**src/rtl/pa_riscv.sv**
```systemverilog
// Shared RISC-V encodings for the single-cycle and multicycle cores.
// Holds opcode, ALU-op and datapath-select encodings plus the multicycle
// controller's state type and per-state control word.
package pa_riscv;

   // Major opcodes understood by the cores (instruction bits [6:0]).
   typedef enum logic [6:0] {
      LW         = 7'b0000011,
      I_TYPE_ALU = 7'b0010011,
      SW         = 7'b0100011,
      R_TYPE_ALU = 7'b0110011,
      B_TYPE     = 7'b1100011,
      JAL        = 7'b1101111
   } ty_OPCODE;

   // ALU operation; the encoding is {funct7b5, funct3} of the matching R-type op.
   typedef enum logic [3:0] {
      ALU_ADD = 4'b0000,
      ALU_SUB = 4'b1000,
      ALU_XOR = 4'b0100,
      ALU_OR  = 4'b0110,
      ALU_AND = 4'b0111
   } ty_ALU_OP;

   // Register-file write-data source for the single-cycle core.
   typedef enum logic [1:0] {
      WD_ALU_RESULT = 2'b00,
      WD_READ_DATA  = 2'b01,
      WD_PC_PLUS_4  = 2'b10
   } ty_INPUT_TO_WRITEDATA;

   // Multicycle controller states.
   typedef enum logic [3:0] {
      S_FETCH    = 4'd0,
      S_DECODE   = 4'd1,
      S_MEMADR   = 4'd2,
      S_MEMREAD  = 4'd3,
      S_MEMWB    = 4'd4,
      S_MEMWRITE = 4'd5,
      S_EXECUTER = 4'd6,
      S_EXECUTEI = 4'd7,
      S_ALUWB    = 4'd8,
      S_BEQ      = 4'd9,
      S_JAL      = 4'd10
   } ty_STATE;

   typedef enum logic [1:0] {
      SRCA_PC    = 2'b00,
      SRCA_OLDPC = 2'b01,
      SRCA_RS1   = 2'b10
   } ty_ALU_SRC_A;

   typedef enum logic [1:0] {
      SRCB_RS2  = 2'b00,
      SRCB_IMM  = 2'b01,
      SRCB_FOUR = 2'b10
   } ty_ALU_SRC_B;

   typedef enum logic [1:0] {
      IMM_I = 2'b00,
      IMM_S = 2'b01,
      IMM_B = 2'b10,
      IMM_J = 2'b11
   } ty_IMM_SRC;

   typedef enum logic [1:0] {
      RES_ALUOUT    = 2'b00,
      RES_DATA      = 2'b01,
      RES_ALURESULT = 2'b10
   } ty_RESULT_SRC;

   localparam logic [2:0] F3_BEQ = 3'b000;

   // Moore part of the control word for one state. pc_write_zero marks the
   // state where the PC load is qualified by the ALU zero flag; alu_funct
   // selects the funct-decoded ALU op instead of the fixed alu_op.
   typedef struct packed {
      logic         pc_write;
      logic         pc_write_zero;
      logic         adr_src;
      logic         mem_write;
      logic         ir_write;
      ty_RESULT_SRC result_src;
      ty_ALU_SRC_A  src_a;
      ty_ALU_SRC_B  src_b;
      logic         reg_write;
      ty_ALU_OP     alu_op;
      logic         alu_funct;
   } ty_CTRL;

   // Control word for a state; anything not set here stays zero.
   function automatic ty_CTRL f_state_ctrl(input ty_STATE st);
      ty_CTRL c;
      c = '0;
      case (st)
         S_FETCH: begin
            c.ir_write   = 1'b1;
            c.pc_write   = 1'b1;
            c.src_a      = SRCA_PC;
            c.src_b      = SRCB_FOUR;
            c.result_src = RES_ALURESULT;
            c.alu_op     = ALU_ADD;
         end
         S_DECODE: begin
            // Precompute branch/jump target OldPC + imm into ALUOut.
            c.src_a  = SRCA_OLDPC;
            c.src_b  = SRCB_IMM;
            c.alu_op = ALU_ADD;
         end
         S_MEMADR: begin
            c.src_a  = SRCA_RS1;
            c.src_b  = SRCB_IMM;
            c.alu_op = ALU_ADD;
         end
         S_MEMREAD: begin
            c.adr_src    = 1'b1;
            c.result_src = RES_ALUOUT;
         end
         S_MEMWB: begin
            c.result_src = RES_DATA;
            c.reg_write  = 1'b1;
         end
         S_MEMWRITE: begin
            c.adr_src    = 1'b1;
            c.result_src = RES_ALUOUT;
            c.mem_write  = 1'b1;
         end
         S_EXECUTER: begin
            c.src_a     = SRCA_RS1;
            c.src_b     = SRCB_RS2;
            c.alu_funct = 1'b1;
         end
         S_EXECUTEI: begin
            c.src_a     = SRCA_RS1;
            c.src_b     = SRCB_IMM;
            c.alu_funct = 1'b1;
         end
         S_ALUWB: begin
            c.result_src = RES_ALUOUT;
            c.reg_write  = 1'b1;
         end
         S_BEQ: begin
            // ALUOut still holds the target computed in DECODE.
            c.src_a         = SRCA_RS1;
            c.src_b         = SRCB_RS2;
            c.result_src    = RES_ALUOUT;
            c.alu_op        = ALU_SUB;
            c.pc_write_zero = 1'b1;
         end
         S_JAL: begin
            // PC <- target from DECODE while ALU forms the link value OldPC + 4.
            c.src_a      = SRCA_OLDPC;
            c.src_b      = SRCB_FOUR;
            c.result_src = RES_ALUOUT;
            c.pc_write   = 1'b1;
            c.alu_op     = ALU_ADD;
         end
         default: c = '0;
      endcase
      return c;
   endfunction

   // Immediate format implied by the opcode.
   function automatic ty_IMM_SRC f_imm_src(input logic [6:0] op);
      ty_IMM_SRC imm;
      case (op)
         LW, I_TYPE_ALU: imm = IMM_I;
         SW:             imm = IMM_S;
         B_TYPE:         imm = IMM_B;
         JAL:            imm = IMM_J;
         default:        imm = IMM_I;
      endcase
      return imm;
   endfunction

endpackage

```
**src/rtl/mc_alu_decoder.sv**
```systemverilog
// Combinational funct-field to ALU-op decode for the multicycle controller.
// I-type instructions ignore funct7b5 so that SUB is reachable only from
// R-type; any combination outside ADD/SUB/AND/OR/XOR is flagged illegal.
module mc_alu_decoder
   import pa_riscv::*;
(
   input  logic [2:0] i_funct3,
   input  logic       i_funct7b5,
   input  logic       i_rtype,
   output ty_ALU_OP   o_alu_op,
   output logic       o_illegal
);

   logic [3:0] key;

   assign key = {i_funct7b5 & i_rtype, i_funct3};

   // Map the funct key onto the ALU op; unknown keys default to ADD and flag illegal.
   always_comb begin
      o_alu_op  = ALU_ADD;
      o_illegal = 1'b0;
      case (key)
         4'b0000: o_alu_op  = ALU_ADD;
         4'b1000: o_alu_op  = ALU_SUB;
         4'b0100: o_alu_op  = ALU_XOR;
         4'b0110: o_alu_op  = ALU_OR;
         4'b0111: o_alu_op  = ALU_AND;
         default: o_illegal = 1'b1;
      endcase
   end

endmodule

```
**src/rtl/mc_controller.sv**
```systemverilog
// Multicycle RISC-V main controller.
//
//   state    | meaning
//   ---------+-----------------------------------------------------------
//   FETCH    | read instruction at PC, latch IR/OldPC, PC <- PC + 4
//   DECODE   | read registers, ALUOut <- OldPC + imm, classify opcode
//   MEMADR   | ALUOut <- rs1 + imm (load/store address)
//   MEMREAD  | read data memory at ALUOut
//   MEMWB    | rd <- memory data
//   MEMWRITE | write rs2 to data memory at ALUOut
//   EXECUTER | ALUOut <- rs1 op rs2
//   EXECUTEI | ALUOut <- rs1 op imm
//   ALUWB    | rd <- ALUOut
//   BEQ      | compare rs1/rs2, PC <- ALUOut when equal
//   JAL      | PC <- ALUOut, ALUOut <- OldPC + 4 for the link
//
// The Moore control word is registered alongside the state (computed from the
// next state), so outputs come straight from flops. The only inputs reaching
// the outputs combinationally are the IR-derived decodes and the zero flag
// used in BEQ. Reset clears the write enables immediately rather than waiting
// for a clock.
module mc_controller
   import pa_riscv::*;
(
   input  logic       i_clk,
   input  logic       i_rst,
   input  logic [6:0] i_op,
   input  logic [2:0] i_funct3,
   input  logic       i_funct7b5,
   input  logic       i_zero,
   output logic       o_pcWrite,
   output logic       o_adrSrc,
   output logic       o_memWrite,
   output logic       o_irWrite,
   output logic [1:0] o_resultSrc,
   output logic [1:0] o_aluSrcA,
   output logic [1:0] o_aluSrcB,
   output logic [1:0] o_immSrc,
   output logic       o_regWrite,
   output logic [3:0] o_aluControl,
   output logic       o_illegal,
   output logic [3:0] o_state
);

   ty_STATE   state_q;
   ty_STATE   state_d;
   ty_CTRL    ctrl_q;
   logic      illegal_d;
   logic      is_rtype;
   logic      dec_illegal;
   ty_ALU_OP  dec_alu_op;
   ty_IMM_SRC imm_src;
   logic      run;

   assign is_rtype = (i_op == R_TYPE_ALU);
   assign run      = ~i_rst;

   mc_alu_decoder u_alu_dec (
      .i_funct3   (i_funct3),
      .i_funct7b5 (i_funct7b5),
      .i_rtype    (is_rtype),
      .o_alu_op   (dec_alu_op),
      .o_illegal  (dec_illegal)
   );

   // Next-state selection and the DECODE-cycle illegal-instruction flag.
   always_comb begin
      state_d   = S_FETCH;
      illegal_d = 1'b0;
      case (state_q)
         S_FETCH:  state_d = S_DECODE;
         S_DECODE: begin
            case (i_op)
               LW, SW: state_d = S_MEMADR;
               R_TYPE_ALU: begin
                  if (dec_illegal) illegal_d = 1'b1;
                  else             state_d   = S_EXECUTER;
               end
               I_TYPE_ALU: begin
                  if (dec_illegal) illegal_d = 1'b1;
                  else             state_d   = S_EXECUTEI;
               end
               B_TYPE: begin
                  if (i_funct3 == F3_BEQ) state_d   = S_BEQ;
                  else                    illegal_d = 1'b1;
               end
               JAL:     state_d   = S_JAL;
               default: illegal_d = 1'b1;
            endcase
         end
         S_MEMADR:   state_d = (i_op == SW) ? S_MEMWRITE : S_MEMREAD;
         S_MEMREAD:  state_d = S_MEMWB;
         S_EXECUTER: state_d = S_ALUWB;
         S_EXECUTEI: state_d = S_ALUWB;
         S_JAL:      state_d = S_ALUWB;
         default:    state_d = S_FETCH;
      endcase
   end

   // State register with the matching control word registered alongside it.
   always_ff @(posedge i_clk or posedge i_rst) begin
      if (i_rst) begin
         state_q <= S_FETCH;
         ctrl_q  <= f_state_ctrl(S_FETCH);
      end else begin
         state_q <= state_d;
         ctrl_q  <= f_state_ctrl(state_d);
      end
   end

   // Immediate format follows the IR opcode in every state.
   always_comb begin
      imm_src = f_imm_src(i_op);
   end

   // While reset is held the registered word already shows FETCH; the write
   // enables are masked so nothing architectural changes until release.
   assign o_pcWrite    = run & (ctrl_q.pc_write | (ctrl_q.pc_write_zero & i_zero));
   assign o_irWrite    = run & ctrl_q.ir_write;
   assign o_memWrite   = run & ctrl_q.mem_write;
   assign o_regWrite   = run & ctrl_q.reg_write;
   assign o_illegal    = run & illegal_d;
   assign o_adrSrc     = ctrl_q.adr_src;
   assign o_resultSrc  = ctrl_q.result_src;
   assign o_aluSrcA    = ctrl_q.src_a;
   assign o_aluSrcB    = ctrl_q.src_b;
   assign o_aluControl = ctrl_q.alu_funct ? dec_alu_op : ctrl_q.alu_op;
   assign o_immSrc     = imm_src;
   assign o_state      = state_q;

endmodule

```
**config.mk**
```make
export PLATFORM = sky130hd
export DESIGN_NAME = mc_controller
export DESIGN_NICKNAME = d
export VERILOG_FILES = /design/src/rtl/pa_riscv.sv /design/src/rtl/mc_alu_decoder.sv /design/src/rtl/mc_controller.sv
export SDC_FILE = /design/constraint.sdc
export NUM_CORES = 1
export LEC_CHECK = 0
export ABC_AREA = 1
export ABC_CLOCK_PERIOD_IN_PS = 1700
export CORE_MARGIN = 1.5
export CORE_UTILIZATION = 35
export DETAILED_ROUTE_END_ITERATION = 10
export PLACE_DENSITY = 0.66
export SLEW_MARGIN = 5
export SYNTH_ARGS = -nofsm -noshare
export SYNTH_HDL_FRONTEND = slang
export SYNTH_SLANG_ARGS = --single-unit
```
**constraint.sdc**
```tcl
create_clock -name i_clk -period 1.7 [get_ports i_clk]
set_input_delay 0.34 -clock i_clk [delete_from_list [all_inputs] [get_ports i_clk]]
set_output_delay 0.34 -clock i_clk [all_outputs]
set_load 0.02 [all_outputs]
```
=== Word level (Yosys, flattened, before mapping) ===
Index checks and enable logic that the tools add are counted.

* Add/subtract/negate cells: 0
* $mul: 0
* Div/mod/pow operators: 0
* Order comparisons: 0
* Equal/unequal tests: 26
* Shift operators: 0
* Mux-type cells: 23
* Bitwise gates (word level): 9
* Reductions and logical operators: 15

{| class="wikitable"
|+ Operators by type and width
! cell !! count
|-
| 4-bit case mux with 5 select lines || 3
|-
| 4-bit by 3-bit == test with 1-bit output, second input constant || 9
|-
| 4-bit == test, second input constant || 5
|-
| 4-bit by 2-bit == test with 1-bit output, second input constant || 4
|-
| 4-bit case mux with 4 select lines || 1
|-
| 2-bit OR reduction || 8
|-
| 7-bit by 6-bit == test with 1-bit output, second input constant || 2
|-
| 7-bit == test, second input constant || 2
|-
| 4-bit zero test || 3
|-
| 4-bit two-way mux || 3
|-
| 1-bit two-way mux || 10
|-
| 3-bit two-way mux || 3
|-
| 4-bit by 1-bit == test with 1-bit output, second input constant || 2
|-
| 1-bit bitwise AND || 7
|-
| 7-bit by 2-bit == test with 1-bit output, second input constant || 1
|-
| 7-bit by 5-bit == test with 1-bit output, second input constant || 1
|-
| 2-bit case mux with 3 select lines || 1
|-
| 3-bit OR reduction || 2
|-
| 5-bit OR reduction || 1
|-
| 2-bit case mux with 2 select lines || 1
|-
| 3-bit zero test || 1
|-
| 1-bit case mux with 3 select lines || 1
|-
| 1-bit NOT || 1
|-
| 1-bit OR || 1
|}

* Flip-flop bits (word level): 21
* Bits in latches: 0
* Memory bits (writable): 0
* Memory bits (read-only): 0
* Input port bits: 14
* Output and inout port bits: 22
* Logic and storage cells: 85
* Memories kept: 0

=== Logic depth before layout (Yosys ltp) ===
Gate-level depths: netlist of run 1.

* Word-level depth: 10
* Gate-level depth with buffers: 11
* Depth with buffers taken out: 11

=== Cells and area by module ===
From an unflattened synthesis of run 1, not the netlist that was laid out.

* Cells, all modules: 142
* Area, all modules: 1062.3 um2

{| class="wikitable"
|+ By module, submodules not included
! module !! times used !! cells each !! area each (um2) !! seq. area each (um2)
|-
| mc_controller || 1 || 130 || 1007.2 || 404.1
|-
| mc_alu_decoder || 1 || 12 || 55.1 || 0.0
|}

=== Worst setup path after synthesis of run 1 ===
OpenSTA, ideal clock, no wires.

* Path kind: register to output
* Start point: register state_q[0] (netlist: o_state[0])
* End point: output o_illegal
* Arrival: 1354 ps
* Data required time: 1360 ps
* Setup slack: 6 ps
* Stages on the path, launching flop included: 5
* Buffers on the path: 0
* Cells stage by stage: dfrtp_1 -> inv_2 -> nor3_4 -> nand2_1 -> a31oi_1

* Word-level cells in the longest chain between the ends: 3

{| class="wikitable"
|+ RTL lines
! what !! RTL line !! text
|-
| start, declared || mc_controller.sv:45 || <nowiki>ty_STATE state_q;</nowiki>
|-
| start signal, assigned || mc_controller.sv:106 || <nowiki>state_q <= state_d;</nowiki>
|-
| 4-bit by 1-bit == test with 1-bit output || mc_controller.sv:70 || <nowiki>case (state_q)</nowiki>
|-
| 1-bit two-way mux || mc_controller.sv:70 ||
|-
| 1-bit bitwise AND || mc_controller.sv:122 || <nowiki>assign o_illegal = run & illegal_d;</nowiki>
|-
| end, declared || mc_controller.sv:41 || <nowiki>output logic o_illegal,</nowiki>
|}

Every way passes these cells.

=== Final worst setup path of run 1 ===
* Start point: register state_q[2] (netlist: o_state[2])
* End point: output o_illegal

The elaborated chain is that of the path after synthesis.

==> results of run 1 <==
## sequential cells by signal, summed over array words and instances (netlist names)
name         cells
o_aluSrcB        2
ctrl_q           6
o_resultSrc      2
o_aluSrcA        2
o_adrSrc         1
o_state          4
## layer usage
layer | global-route usage | routed length (microns) | up-vias
met2 | 0.329 | 1470 | 28
met5 | 0 | 0 | -
met4 | 0.0357 | 14 | 0
met1 | 0.196 | 1090 | 493
met3 | 0.0484 | 130 | 2
li1 | - | - | 554
## power groups by stage
stage,clock network [uW],logic (uW),registers [uW]
floorplan,0,337,545
global placement,0,582,530
detailed placement,0,594,534
CTS,223,572,525
global route,241,627,531
finish,217,573,522
## critical path, cell delays in order, from the launching register on
cell,delay (ns)
dfrtp_1,0.39
inv_1,0.08
nand2_2,0.07
nor3_4,0.15
nand2_1,0.08
a31oi_1,0.17
buf_4,0.17
## placed cells by master, fill, tap and decap left out, types with 5 or more instances in the layout
master,n
dlygate4sd2_1,9
buf_4,39
buf_6,5
nor2_1,12
nand3_1,8
buf_2,7
clkdlybuf4s50_1,7
nor2_2,8
nand2_1,21
inv_1,13
nand2_2,7
dfrtp_1,13
nand3_2,5
inv_2,8
## timing repair
item / CTS / global route
pin swaps: 14 / 10
setup buffers: 7 / 1
resized for setup: 87 / 20
setup endpoints to repair: 24 / 15
## layout make-up
cell class | instances | share of cell area
repair buffers | 74 | 0.332
multi-input cells | 85 | 0.329
flip-flops and latches | 17 | 0.244
inverters | 24 | 0.0559
well taps | 33 | 0.0234
clock buffers | 3 | 0.0127
clock inverters | 1 | 0.00283
## path summary, 6_finish.rpt
kind                              from        endpoint  slack (ns)  cells after the start
max                         o_state[2]       o_illegal       -0.04                      6
min reg2reg                 o_state[0]  o_resultSrc[0]        0.71                      3
max in group asynchronous        i_rst      ctrl_q[16]        1.02                      3
min                              i_rst      ctrl_q[13]        0.43                      3
max reg2reg                 o_state[2]    o_aluSrcA[1]        0.18                      9
min in group i_clk         i_funct3[1]       ctrl_q[0]        0.61                      6
## stage by stage
stage / cells / instance area [sq um] / TNS (ns)
after floorplan: 132 / 1090 / 0
final: 237 / 1770 / -0.0373
after CTS: 237 / 1740 / -0.0557
after global routing: 237 / 1770 / -0.111
after global placement: 226 / 1680 / -9.48
after detailed placement: 226 / 1680 / -10.18
## cells by family (layout without fill, tap and decap cells)
family / after synthesis / in the layout / synth area share
buffers and inverters: 30 / 102 / 0.129
AO/OA/AOI/OAI: 8 / 8 / 0.0709
flip-flops: 17 / 17 / 0.393
AND/OR/NAND/NOR: 77 / 77 / 0.407
==> out/results.ini, run 1 <==
[outcome]
status = finished with violations
violations = negative setup slack

[cts]
cts_tree = done
clk_latency_ns = 0.29
htreeDepth = 1
ctsHoldBuffers = 0
clockBufferDepth = 2
cts_made_buffers = 3
clk_pin_slew_ns = 0.10
root_buffer = clkbuf_4
cts_num_sinks = 17

[synth]
synth_nets = 146
ys_seq_area_frac = 0.393
synthDistinctLibCells = 28
synth_ff_type = dfrtp_1
avgSynthCellArea_sq_um = 8.29
ys_ff_latch = 17
synth_top_area_share = 0.297
synth_edf_count = 0
yosysTopAreaCell = dfrtp_1
synthTopCellsByArea = dfrtp_1, dfstp_2, nand2_1
synthArstFlopShare = 1.00
synthTopCellsByCount = nand2_1, inv_1, nor2_1
yosysMostFrequentCell = nand2_1
syn_inst = 132
yosysWarnings = 0
synth_area_sq_um = 1090

[layout]
n_antenna_cell = 0
drive_above_1_share = 0.539
areaGrowthSynthToFinish_pct = 61.4
fin_util = 0.588
n_fill_cell = 266
multi_input_area_sq_um = 582
ff_latch_area_sq_um = 430
nets = 219

[pwr]
sw_frac_of_total = 0.351
p_total_uw = 1310
seqPwrFrac = 0.398
combPwrFrac = 0.437
internal-power_uw = 852
p_switching_uw = 460
p_per_area_nw_per_um2 = 743
ir_worst_vdd_mv = 0.525
p_leak_uw = 0.000957
clockPowerShare = 0.165

[sta]
rsz0062_at_grt = true
finalCritPeriodShare = 1.02
hold_viol = 0
max_freq_mhz = 576
fin_hold_ws_ns = 0.426
drv_slew = 0
skew_ns = 0.00520
fin_ws_ns = -0.0373
relSlewSlack = 0.758
finalCriticalPeriod_ns = 1.74
finalSetupViolCount = 1
worstMarginPinSlew_ns = 0.363

[placed_design]
dp_slack_ns = -0.800
gp_congestion = 0.781
port_buffers = 35
hpwl_mm = 2.14

[floorplan]
fp-row-count = 20
core-area_sq_um = 3000
io_pins = 36
start_util = 0.365
die_h_microns = 58.9
die_w_microns = 58.9
die-area_sq_um = 3470

[critical_path]
start_kind = flop
crit_fanout = 2
worstPathRequired_ns = 1.36
crit_arrival_ns = 1.40
endpoint_kind = output pin
path_class = flop to output pin

[global_routing]
track_usage = 0.175
antenna_found_initial = 0
grt_first_pass_wirelength_mm = 4.60
grt_pass1_vias = 1089
globalRouteOverflowTotal = 0
grt_max_degree = 18

[min_path]
hp-class = input port to async pin

[detailed_routing]
routed_wl_mm = 2.70
firstDrtPassIters = 4
wire_per_inst_microns = 11.4
routed-via-count = 1077
via_per_inst = 4.54
drt_iter0_drc = 36
antenna_left = 0
route.detailed.drc = 0

[run]
drv_cap = 0

No activity file was read; power rests on OpenSTA's default activity.
==> run 2: changes to the inputs <==
- CORE_MARGIN: 1.5 -> 10
==> run 2 against run 1 <==
Hold slack improved by 0.00075 ns. Critical path depth increased by 4. Sequential cell count unchanged. Register-to-register slack got worse by 0.06 ns. The run now ends clean. Clock skew decreased by 0.0024 ns. Wire length increased by 19%. First-iteration DRC count decreased by 8.3%. Maximum frequency increased by 2.4%.
==> out/results.ini, run 2 (synthesized netlist as in run 1, its figures left out) <==
[global_routing]
antenna_found_initial = 0  ; unchanged
grt_first_pass_wirelength_mm = 5.26  ; +14%
grt_pass1_vias = 1176  ; +8.0%
globalRouteOverflowTotal = 0  ; unchanged
track_usage = 0.108  ; -0.0672
grt_max_degree = 18  ; unchanged

[sta]
finalSetupViolCount = 0  ; -1
finalCritPeriodShare = 0.998  ; -0.0239
fin_hold_ws_ns = 0.426  ; +0.000746 ns
hold_viol = 0  ; unchanged
finalCriticalPeriod_ns = 1.70  ; -0.0406 ns
max_freq_mhz = 589  ; +2.4%
rsz0062_at_grt = true
fin_ws_ns = 0.00332  ; +0.0406 ns
worstMarginPinSlew_ns = 0.394  ; +0.0313 ns
drv_slew = 0  ; unchanged
relSlewSlack = 0.735  ; -0.0229
skew_ns = 0.00275  ; -0.00245 ns

[cts]
htreeDepth = 1  ; unchanged
ctsHoldBuffers = 0  ; unchanged
clk_pin_slew_ns = 0.10  ; about the same
clk_latency_ns = 0.29  ; about the same
root_buffer = clkbuf_4
cts_tree = done
cts_num_sinks = 17  ; unchanged
cts_made_buffers = 3  ; unchanged
clockBufferDepth = 2  ; unchanged

[pwr]
sw_frac_of_total = 0.356  ; +0.00499
p_per_area_nw_per_um2 = 706  ; -5.0%
p_leak_uw = 0.000990  ; +3.4%
seqPwrFrac = 0.394  ; -0.004
ir_worst_vdd_mv = 0.448  ; -15%
internal-power_uw = 858  ; +0.63%
p_switching_uw = 474  ; +2.9%
combPwrFrac = 0.446  ; +0.009
p_total_uw = 1330  ; +1.4%
clockPowerShare = 0.160  ; -0.005

[critical_path]
start_kind = input port
cp_cell_sequence = clkdlybuf4s15_1 > inv_1 > nor2_2 > nand3_4 > nand3_4 > nand2_4 > clkinv_4 > nand2_2 > a31oi_1 > buf_4
path_class = input port to output pin
worstPathRequired_ns = 1.36  ; about the same
max_stage_delay_ns = 0.16  ; -0.23 ns
path_common_cell = nand3_4
crit_fanout = 2  ; unchanged
crit_arrival_ns = 1.36  ; -0.04 ns
critPathSlowestCell = clkdlybuf4s15_1
cp_top_family = simple AND/OR/NAND/NOR gates
endpoint_kind = output pin
crit_buf_inv = 4  ; +2

[run]
drv_cap = 0  ; unchanged

[detailed_routing]
routed-via-count = 1122  ; +4.2%
firstDrtPassIters = 4  ; unchanged
wire_per_inst_microns = 12.6  ; +11%
drt_iter0_drc = 33  ; -8.3%
route.detailed.drc = 0  ; unchanged
routed_wl_mm = 3.20  ; +19%
antenna_left = 0  ; unchanged
via_per_inst = 4.42  ; -2.8%

[layout]
final_cell_mix = buf_4, nand2_1, inv_1
n_antenna_cell = 0  ; unchanged
n_fill_cell = 269  ; +1.1%
nets = 225  ; +2.7%
regMostFlops = ctrl_q
drive_above_1_share = 0.610  ; +0.0703
largest_register_ffs = 6  ; unchanged
final_common_cell = buf_4
areaGrowthSynthToFinish_pct = 72.2

[placed_design]
hpwl_mm = 2.39  ; +12%
gp_congestion = 0.805  ; +3.0%
port_buffers = 35  ; unchanged
dp_slack_ns = -0.789  ; +0.0111 ns

[floorplan]
start_util = 0.362  ; -0.00301
die-area_sq_um = 5770  ; +66%
io_pins = 36  ; unchanged
fp-row-count = 20  ; unchanged
die_w_microns = 75.9  ; +29%
die_h_microns = 75.9  ; +29%
core-area_sq_um = 3030  ; +0.83%

[outcome]
status = finished clean

[min_path]
hp-class = input port to async pin

-- run 2: cell count changes in the layout (fill, tap and decap cells not counted), sizes merged --
cell,change
buf,+3
clkbuf,+7
dlygate4sd2,-4
-- run 2: worst register-to-register path, cell delays in order (launching register included) --
cell	delay, ns
dfrtp_1	0.40
inv_2	0.07
nand2_2	0.07
buf_4	0.14
inv_1	0.12
nand2_1	0.11
inv_1	0.10
nand2_1	0.07
buf_4	0.14
nand3_4	0.11
nand3_2	0.11
nand2_1	0.10
-- run 2: layout make-up --
type / instances / area (sq um) / share of cell area
Sequential cell: 17 / 430 / 0.228
Tap cell: 44 / 55.1 / 0.0292
Inverter: 24 / 98.8 / 0.0524
Timing Repair Buffer: 80 / 629 / 0.334
Clock buffer: 3 / 22.5 / 0.0119
Multi-Input combinational cell: 85 / 644 / 0.342
Clock inverter: 1 / 5.00 / 0.00265
-- run 2: what timing repair did --
item                                    4_1_cts  5_1_grt
pin swaps                                    10       19
setup buffers                                 7        6
resized for setup                            84       45
endpoints found under the setup margin       27       19
-- run 2: metal layers --
| layer | vias to the layer above | wire [microns] | global-route usage |
|---|---|---|---|
| met5 | - | 0 | 0 |
| met4 | 0 | 43 | 0.0208 |
| met3 | 9 | 147 | 0.0354 |
| met2 | 23 | 1790 | 0.205 |
| met1 | 526 | 1220 | 0.111 |
| li1 | 564 | - | - |
-- run 2: worst paths after layout --
check	from	endpoint	slack (ns)	cells after the start
setup / recovery	i_funct7b5	o_illegal	0.003	10
max in group asynchronous	i_rst	o_aluSrcB[1]	1.03	3
hold reg to reg	o_state[0]	o_resultSrc[0]	0.71	3
min in group i_clk	i_funct3[2]	ctrl_q[0]	0.50	4
hold / removal	i_rst	o_aluSrcA[1]	0.43	3
setup reg to reg	o_state[3]	ctrl_q[16]	0.12	11
-- run 2: power by group through the flow --
stage / sequential (uW) / combinational (uW) / clock (uW)
final: 525 / 594 / 213
after global routing: 532 / 647 / 250
after CTS: 528 / 578 / 224
after detailed placement: 536 / 601 / 0
after global placement: 530 / 589 / 0
after floorplan: 545 / 337 / 0
-- run 2: metrics by stage --
stage | util | cell area, sq um | instances | setup TNS (ns)
after detailed placement | 0.562 | 1700 | 238 | -11.23
after global placement | 0.562 | 1700 | 238 | -10.42
after floorplan | - | 1090 | 132 | 0
after global routing | 0.623 | 1890 | 254 | -0.0916
after CTS | 0.592 | 1790 | 249 | -0.0340
final | 0.623 | 1890 | 254 | 0
